File: src/rtl/router_arb_pkg.sv
// Shared constants and index helpers for the router output-port arbiters.
package router_arb_pkg;

    localparam int MAX_INPUTS    = 16;
    localparam int MAX_IDX_WIDTH = $clog2(MAX_INPUTS);

    function automatic logic [MAX_IDX_WIDTH-1:0] onehot_to_idx(input logic [MAX_INPUTS-1:0] onehot);
        logic [MAX_IDX_WIDTH-1:0] idx;
        idx = '0;
        for (int i = 0; i < MAX_INPUTS; i++) begin
            if (onehot[i]) begin
                idx = idx | MAX_IDX_WIDTH'(i);
            end
        end
        return idx;
    endfunction

    // Increment modulo n, where n is the live port count (not a power of two in general).
    function automatic logic [MAX_IDX_WIDTH-1:0] wrap_inc(input logic [MAX_IDX_WIDTH-1:0] idx,
                                                          input logic [MAX_IDX_WIDTH:0] n);
        return ((MAX_IDX_WIDTH+1)'(idx) + (MAX_IDX_WIDTH+1)'(1) >= n) ? '0 : idx + MAX_IDX_WIDTH'(1);
    endfunction

endpackage

File: src/rtl/router_rr_select.sv
// Combinational circular priority search: first set req bit at or after ptr, wrapping to 0.
module router_rr_select
    import router_arb_pkg::*;
#(
    parameter  int NUM_INPUTS = 5,
    localparam int IDX_WIDTH  = $clog2(NUM_INPUTS)
) (
    input  logic [NUM_INPUTS-1:0] req,
    input  logic [IDX_WIDTH-1:0]  ptr,
    output logic [NUM_INPUTS-1:0] grant,
    output logic [IDX_WIDTH-1:0]  idx
);

    logic [NUM_INPUTS-1:0] mask;
    logic [NUM_INPUTS-1:0] masked_req;
    logic [NUM_INPUTS-1:0] pick;

    // Thermometer mask keeps only bits at or above ptr; fall back to the full vector to wrap.
    generate
        for (genvar gi = 0; gi < NUM_INPUTS; gi++) begin : g_mask
            assign mask[gi] = (ptr <= IDX_WIDTH'(gi));
        end
    endgenerate

    assign masked_req = req & mask;
    assign pick       = (|masked_req) ? masked_req : req;
    assign grant      = pick & (~pick + NUM_INPUTS'(1));
    assign idx        = IDX_WIDTH'(onehot_to_idx(MAX_INPUTS'(grant)));

endmodule

File: src/rtl/router_wrr_arbiter.sv
// N-input wormhole output arbiter with weighted round-robin priority and head-to-tail grant lock.
module router_wrr_arbiter
    import router_arb_pkg::*;
#(
    parameter  int NUM_INPUTS   = 5,
    parameter  int WEIGHT_WIDTH = 3,
    localparam int IDX_WIDTH    = $clog2(NUM_INPUTS)
) (
    input  logic                                     clk,
    input  logic                                     rst,
    input  logic [NUM_INPUTS-1:0]                    request,
    input  logic [NUM_INPUTS-1:0][WEIGHT_WIDTH-1:0]  weight,
    input  logic                                     forwarding_head,
    input  logic                                     forwarding_tail,
    output logic [NUM_INPUTS-1:0]                    grant,
    output logic [IDX_WIDTH-1:0]                     grant_idx,
    output logic                                     grant_valid,
    output logic                                     locked
);

    localparam int CW = WEIGHT_WIDTH + 1;

    logic [IDX_WIDTH-1:0]    ptr_reg, ptr_next;
    logic [WEIGHT_WIDTH-1:0] cnt_reg, cnt_next;
    logic                    lock_reg, lock_next;
    logic [IDX_WIDTH-1:0]    owner_reg, owner_next;

    logic [NUM_INPUTS-1:0]   sel_grant;
    logic [IDX_WIDTH-1:0]    sel_idx;
    logic [IDX_WIDTH-1:0]    sel_inc;
    logic [WEIGHT_WIDTH-1:0] w_sel;
    logic [WEIGHT_WIDTH-1:0] w_eff;
    logic [CW-1:0]           cnt_plus;
    logic                    head_event;
    logic                    tail_event;

    router_rr_select #(
        .NUM_INPUTS (NUM_INPUTS)
    ) u_select (
        .req   (request),
        .ptr   (ptr_reg),
        .grant (sel_grant),
        .idx   (sel_idx)
    );

    always_comb begin
        grant       = lock_reg ? (NUM_INPUTS'(1) << owner_reg) : sel_grant;
        grant_idx   = lock_reg ? owner_reg : sel_idx;
        grant_valid = (|request) & ~lock_reg;
        locked      = lock_reg;
    end

    assign head_event = forwarding_head & ~lock_reg & (|sel_grant);
    assign tail_event = forwarding_tail & lock_reg;
    assign w_sel      = weight[sel_idx];
    assign w_eff      = (w_sel == '0) ? WEIGHT_WIDTH'(1) : w_sel;
    assign cnt_plus   = CW'(cnt_reg) + CW'(1);
    assign sel_inc    = IDX_WIDTH'(wrap_inc(MAX_IDX_WIDTH'(sel_idx), (MAX_IDX_WIDTH+1)'(NUM_INPUTS)));

    always_comb begin
        ptr_next   = ptr_reg;
        cnt_next   = cnt_reg;
        lock_next  = lock_reg;
        owner_next = owner_reg;
        if (head_event) begin
            owner_next = sel_idx;
            lock_next  = ~forwarding_tail;
            if (sel_idx == ptr_reg) begin
                if (cnt_plus < CW'(w_eff)) begin
                    cnt_next = (&cnt_reg) ? cnt_reg : cnt_reg + WEIGHT_WIDTH'(1);
                end else begin
                    ptr_next = sel_inc;
                    cnt_next = '0;
                end
            end else if (w_eff == WEIGHT_WIDTH'(1)) begin
                ptr_next = sel_inc;
                cnt_next = '0;
            end else begin
                // A non-pointer winner with weight > 1 takes over the turn and has used one slot.
                ptr_next = sel_idx;
                cnt_next = WEIGHT_WIDTH'(1);
            end
        end else if (tail_event) begin
            lock_next = 1'b0;
        end
    end

    always_ff @(posedge clk or posedge rst) begin
        if (rst) begin
            ptr_reg   <= '0;
            cnt_reg   <= '0;
            lock_reg  <= 1'b0;
            owner_reg <= '0;
        end else begin
            ptr_reg   <= ptr_next;
            cnt_reg   <= cnt_next;
            lock_reg  <= lock_next;
            owner_reg <= owner_next;
        end
    end

    a_grant_onehot0: assert property (@(posedge clk) disable iff (rst) $onehot0(grant));
    a_owner_held:    assert property (@(posedge clk) disable iff (rst) lock_reg |-> request[owner_reg]);
    a_no_head_lock:  assert property (@(posedge clk) disable iff (rst) !(forwarding_head && lock_reg));

endmodule

File: config.mk
export PLATFORM = sky130hd
export DESIGN_NAME = router_wrr_arbiter
export DESIGN_NICKNAME = d
export VERILOG_FILES = /design/src/rtl/router_arb_pkg.sv /design/src/rtl/router_rr_select.sv /design/src/rtl/router_wrr_arbiter.sv
export SDC_FILE = /design/constraint.sdc
export NUM_CORES = 1
export LEC_CHECK = 0
export ABC_AREA = 0
export CORE_MARGIN = 10
export CORE_UTILIZATION = 40
export CTS_BUF_LIST = sky130_fd_sc_hd__clkbuf_4
export DETAILED_ROUTE_END_ITERATION = 16
export PLACE_DENSITY_LB_ADDON = 0.1
export REMOVE_ABC_BUFFERS = 1
export SETUP_SLACK_MARGIN = 0.05
export SLEW_MARGIN = 5
export SYNTH_ARGS = -nofsm -noshare
export SYNTH_HDL_FRONTEND = slang
export SYNTH_HIERARCHICAL = 1
export SYNTH_SLANG_ARGS = --single-unit
export TNS_END_PERCENT = 10
File: constraint.sdc
create_clock -name clk -period 3.4 [get_ports clk]
set_input_delay 0.68 -clock clk [delete_from_list [all_inputs] [get_ports clk]]
set_output_delay 0.68 -clock clk [all_outputs]
set_load 0.03 [all_outputs]
Word-level counts from Yosys, hierarchy flattened
Cells that the tools add are included.

Register bits: 10. Bits in latches: 0. RAM bits: 0. Bits in read-only memories: 0. Input port bits: 24. Output and inout port bits: 10. Word-level logic and storage cells: 59. Memories kept: 0.

Add/subtract/negate cells: 5. $mul: 0. Divide/modulo/power cells: 0. $lt $le $gt $ge: 8. Equality and inequality tests: 4. Shift-type cells: 1. Muxes and demuxes: 20. Bitwise gates (word level): 9. Reductions and logical operators: 8.

Operators with widths (number): $mux W3 (11); $reduce_or A5 Y1 (3); $and A5 B5 Y5 (2); $mux W5 (2); $bmux W3 S3 (1); $add A3 B1 Y4 const B (2); $add A3 B1 Y3 const B (2); $le A3 B1 Y1 const B (2); $le A3 B2 Y1 const B (2); $add A5 B1 Y5 const B (1); $not A5 Y5 (1); $shl A1 B3 Y5 const A (1); $and A1 B1 Y1 (4); $ge A4 B3 Y1 const B (1); $lt A3 B4 Y1 const B (1); $lt A4 B3 Y1 (1); $mux W1 (4); $mux W2 (2); $reduce_and A2 Y1 (2); $eq A3 B1 Y1 const B (1); $eq A3 B3 Y1 (1); $le A3 B3 Y1 const B (1); $logic_not A3 Y1 (1); $ne A3 B3 Y1 const B (1); 4 further kinds (5).

Depth between registers and ports, before layout
Gate-level depths: netlist (run 1).

Depth in word-level cells: 18. Mapped depth: 14. Gate-level depth less buffers: 13.

Cells and area by module
Netlist (run 1), hierarchy kept.

By module, submodules not included: router_wrr_arbiter (instances 1, cells each 109, area each 1006.0 sq um, sequential area each 250.2 sq um); router_rr_select (instances 1, cells each 33, area each 226.5 sq um, sequential area each 0.0 sq um).

Least setup slack after synthesis (run 1)
No wires, ideal clock.

Path type: input-to-reg. Start point: input request[3]. End point: register ptr_reg[0]. Setup time: 0.125 ns. Data arrival time: 3.332 ns. Setup slack: -0.057 ns. Stages on the path: 14. Buffers on the path: 1. Path through: or2_1 > o21ai_1 > nand3_1 > a21oi_2 > buf_4 > mux2i_1 > o32ai_2 > a31oi_4 > ha_1 > nor2b_1 > o21ai_0 > nand3_1 > o21bai_2 > mux2_4.

Longest elaborated chain between the ends: 17.

Ends and longest elaborated chain: from (decl) (RTL line router_wrr_arbiter.sv:11) `input logic [NUM_INPUTS-1:0] request,`; $and A5 B5 Y5 (RTL line router_rr_select.sv:25) `assign masked_req = req & mask;`; $reduce_or A5 Y1 (RTL line router_rr_select.sv:26) `assign pick = (|masked_req) ? masked_req : req;`; $mux W5 * (RTL line router_rr_select.sv:26); $not A5 Y5 (RTL line router_rr_select.sv:27) `assign grant = pick & (~pick + NUM_INPUTS'(1));`; $add A5 B1 Y5 (RTL line router_rr_select.sv:27); $and A5 B5 Y5 * (RTL line router_rr_select.sv:27); $mux W1 (RTL line router_arb_pkg.sv:11) `if (onehot[i]) begin`; $mux W2 (RTL line router_arb_pkg.sv:11); (+2 left out); named net sel_idx[0] (RTL line router_wrr_arbiter.sv:29) `logic [IDX_WIDTH-1:0] sel_idx;`; $bmux W3 S3 (RTL line router_wrr_arbiter.sv:55) `assign w_sel = weight[sel_idx];`; $mux W3 (not written as such) (RTL line router_wrr_arbiter.sv:55); $logic_not A3 Y1 (RTL line router_wrr_arbiter.sv:56) `assign w_eff = (w_sel == '0) ? WEIGHT_WIDTH'(1) : w_sel;`; $mux W3 (RTL line router_wrr_arbiter.sv:56); $lt A4 B3 Y1 / $eq A3 B1 Y1 (equally long branches) (RTL line router_wrr_arbiter.sv:69, router_wrr_arbiter.sv:75); $ne A2 B2 Y1 (no source line) / $mux W3 (equally long branches); $reduce_and A2 Y1 (no source line) / $mux W3 (equally long branches); to (signal assigned) (RTL line router_wrr_arbiter.sv:95) `ptr_reg <= ptr_next;`; to (decl) (RTL line router_wrr_arbiter.sv:23) `logic [IDX_WIDTH-1:0] ptr_reg, ptr_next;`.

Mark *: on every way through the listed nets, which the timed path passes. The rest lies on a longest branch. The select of a mux whose other input is x is not followed. A chain may end at the register's enable or synchronous reset.

Worst setup path after layout (run 1)
Start point: input request[0]. End point: register cnt_reg[0].

RTL lines: $and A5 B5 Y5 (RTL line router_rr_select.sv:25); $reduce_or A5 Y1 (RTL line router_rr_select.sv:26); $mux W5 * (RTL line router_rr_select.sv:26); $not A5 Y5 (RTL line router_rr_select.sv:27); $add A5 B1 Y5 (RTL line router_rr_select.sv:27); $and A5 B5 Y5 * (RTL line router_rr_select.sv:27); named net sel_grant[4] (RTL line router_wrr_arbiter.sv:28) `logic [NUM_INPUTS-1:0] sel_grant;`; $mux W3 (RTL line router_arb_pkg.sv:11); $bmux W3 S3 (RTL line router_wrr_arbiter.sv:55); $mux W3 (not written as such) (RTL line router_wrr_arbiter.sv:55); $logic_not A3 Y1 (RTL line router_wrr_arbiter.sv:56); $mux W3 (RTL line router_wrr_arbiter.sv:56); $lt A4 B3 Y1 / $eq A3 B1 Y1 (equally long branches) (RTL line router_wrr_arbiter.sv:69, router_wrr_arbiter.sv:75); $ne A3 B3 Y1 (no source line), or another cell as far along; $reduce_and A2 Y1 (no source line) / $mux W3 (equally long branches); to (signal assigned) (RTL line router_wrr_arbiter.sv:96) `cnt_reg <= cnt_next;`; to (decl) (RTL line router_wrr_arbiter.sv:24) `logic [WEIGHT_WIDTH-1:0] cnt_reg, cnt_next;`.

Marks and branches as above.

==> reports/results.ini, run 1 <==
[drt]
via_count=1404
drc=0
ant_nets=0
vias_per_cell=5.73
drt_wl_total_mm=3.87
dr.first_iter.drc_count=99
wl_per_cell_um=15.8
dr.pass1.iters=4

[synth]
synth_cell_types=51
synth_top_family_by_area=compound AO/OA/AOI/OAI gates
yosysWarningCount=6
synth.area.top_cells=dfrtp_1 20%, ha_1 6.1%, mux2i_1 4.9%
synthSimpleGateAreaFrac_pct=23.0
synth.most_common_cell=nand2_1
yosysTopAreaCellShare_pct=20.3
synth_compound_area_share_pct=30.4
synthAdderAreaFrac_pct=6.09
yosysTopAreaCell=dfrtp_1
ys_ff_latch=10
synth-async-reset-ratio_pct=100
syn_inst=142
netlist_top_cells_count=11 x nand2_1, 10 x dfrtp_1, 9 x a21oi_1, 9 x inv_1
synth.cell_area_sq_mm=0.00123
synth.area.mux_share_pct=12.2
synth_edf_count=0
yosysSeqAreaShare_pct=20.3
synthFlopType=dfrtp_1
avgSynthCellArea_sq_um=8.68
synth_xor_area_share_pct=2.13

[power_and_ir_drop]
comb_power_share_pct=79.6
p_sw_share_pct=47.4
clockPowerShare_pct=5.0
p_leak_nw=0.920
internal_power_uw=890
pwr-share-seq_pct=15.4
p_sw_uw=801
p_per_area_mw_per_mm2=849
ir_drop_mv=0.397

[setup_path]
critPathKind=in -> reg
path_cells=clkdlybuf4s50_1 -> o2111a_2 -> nor3b_4 -> mux2i_1 -> o32ai_2 -> a31oi_4 -> ha_4 -> nor2b_1 -> o21ai_1 -> nand3_2 -> buf_6 -> a211o_1 -> a21oi_1
critPathSlowestCell=clkdlybuf4s50_1
cp_slowest_stage_delay_ps=440
worstPathMaxFanout=5
crit_path_end_kind=flip-flop
regToRegSetupSlack_ps=80
start_kind=input pin
cp.arrival_ps=3540
r2r-start=ptr_reg[0]$_DFFE_PP0P_
reg2reg_to=cnt_reg[0]$_DFFE_PP0P_
critPathRequiredTime_ps=3580
r2r_cells=14

[cells_and_area]
fin_nets=243
drive_above_1_share_pct=38.2
final_cell_area_sq_mm=0.00199
areaGrowthSynthToFinish_pct=61.6
diodes=0

[global_routing]
grt-ovfl-total=0
grt_pass1_vias=1481
grt_usage_pct=13.8
grt_start_max_net_pins=13
grt_first_pass_wirelength_mm=6.42
antenna_found_initial=0

[sta]
fmax_mhz=298
rsz0062_at_grt=true
hold_viol_final=0
period_minus_slack_ps=3360
final_max_slew_viol_count=0
relSlewSlack_pct=70.3
finClkSkew_ps=9.22
hold_ws_ps=515
worst_pin_slew_ps=445
finalSetupViolCount=0
finalCritPeriodShare_pct=98.7

[floorplanning]
die_w_um=75.5
initial_core_util_pct=41.0
pin_count=34
fp.coreArea_sq_mm=0.00300
fp.dieH_um=75.5
rows=20
die-area_sq_mm=0.00570

[placed_design]
dp_hpwl_mm=2.96
placement.io_buffers=33
post_dp_cell_area_sq_mm=0.00180
place.gp.congestion=0.846

[cts]
clock_sinks=10
clk_pin_slew_ps=70
clk_latency_ps=260
cts_inserted_buffers=3
cts_tree=yes
htreeDepth=1
cts_buffer_depth=2
root_buffer=clkbuf_4

[hold_path]
hold_class=reg -> reg
min_path_cells=2
hold-path-endpoint=owner_reg[0]$_DFFE_PP0P_
worstHoldStart=owner_reg[0]$_DFFE_PP0P_

[run]
drv_cap=0

[run_status]
status=finished, final reports clean

-- routing by layer --
| layer | share of wire [%] | global-route usage (%) | wire length, um |
|---|---|---|---|
| met1 | 42 | 16.2 | 1640 |
| met2 | 49 | 23.8 | 1890 |
| met3 | 6.7 | 2.86 | 260 |
| met4 | 2.0 | 5.77 | 79 |
| met5 | 0 | 0 | 0 |
-- power groups by stage --
stage,clock [mW],combinational [mW],sequential (mW)
final,0.0839,1.35,0.261
after global routing,0.0928,1.44,0.272
after CTS,0.0845,1.29,0.251
after detailed placement,0,1.12,0.247
after global placement,0,1.10,0.245
after floorplan,0,0.689,0.230
-- worst max-delay path by stage --
stage                    start                endpoint  slack (ps)  cells past startpoint
finish              request[0]  cnt_reg[0]$_DFFE_PP0P_          40                     13
global route        request[2]  cnt_reg[0]$_DFFE_PP0P_         -90                     16
CTS                 request[4]  ptr_reg[0]$_DFFE_PP0P_          50                     14
detailed placement  request[4]  ptr_reg[2]$_DFFE_PP0P_        -510                     14
global placement    request[4]  ptr_reg[0]$_DFFE_PP0P_        -490                     14
floorplan           request[4]  ptr_reg[0]$_DFFE_PP0P_        -560                     12
-- area by class of cell --
class | instances | area [sq um]
multi-input cells | 117 | 1030
fillers | 243 | 1010
repair buffers | 72 | 611
flip-flops and latches | 10 | 250
well taps | 33 | 41.3
inverters | 9 | 33.8
clock buffers | 3 | 22.5
clock inverters | 1 | 3.75
-- cells by family (layout without fill, tap and decap cells) --
family | Yosys count | after routing
AOI/OAI and AO/OA | 46 | 46
muxes | 13 | 13
and+or+nand+nor | 49 | 49
buffers and inverters | 15 | 85
xor gates and xnor gates | 3 | 3
adders and majority gates | 6 | 6
DFF | 10 | 10
-- repair_timing --
action | in CTS | in global routing
resized for setup | 20 | 10
endpoints found under the setup margin | 8 | 7
hold buffers | 0 | 0
pin swaps | 14 | 6
buffers inserted | 6 | 0
-- worst max-delay path, delay by kind of cell --
kind,cells,cell delay (ps)
buffers and inverters,2,600
adder cells (fa/ha/maj),1,230
AND/OR/NAND/NOR,3,580
AO/OA/AOI/OAI,6,1180
multiplexers,1,260
-- placed cells by master, fill, tap and decap left out, types with 5 or more instances in the layout --
master,instances
a21oi_1,8
buf_4,43
clkdlybuf4s50_1,21
dfrtp_1,10
ha_1,5
inv_1,9
mux2i_1,6
nand2_1,11
nor2_1,7
nor3_1,5
o21ai_0,5
-- metrics by stage --
stage	setup TNS (ps)	power, mW	setup slack [ps]	utilization, %	cells
finish	0	1.69	42.8	66.3	245
global route	-333	1.81	-85.3	66.3	245
CTS	0	1.62	53.3	65.0	245
detailed placement	-3050	1.36	-515	59.8	235
global placement	-2800	1.34	-489	59.8	235
floorplan	-2920	0.919	-564	-	136
No activity file was read; power rests on OpenSTA's default activity.
==> run 2: changes to the inputs <==
--- a/config.mk
+++ b/config.mk
@@ -5,7 +5,6 @@
 export SDC_FILE = /design/constraint.sdc
 export NUM_CORES = 1
 export LEC_CHECK = 0
-export ABC_AREA = 0
 export CORE_MARGIN = 10
 export CORE_UTILIZATION = 40
 export CTS_BUF_LIST = sky130_fd_sc_hd__clkbuf_4
==> results of run 2 <==
Same layout as run 1: the final DEF is identical, and so are final timing and power.
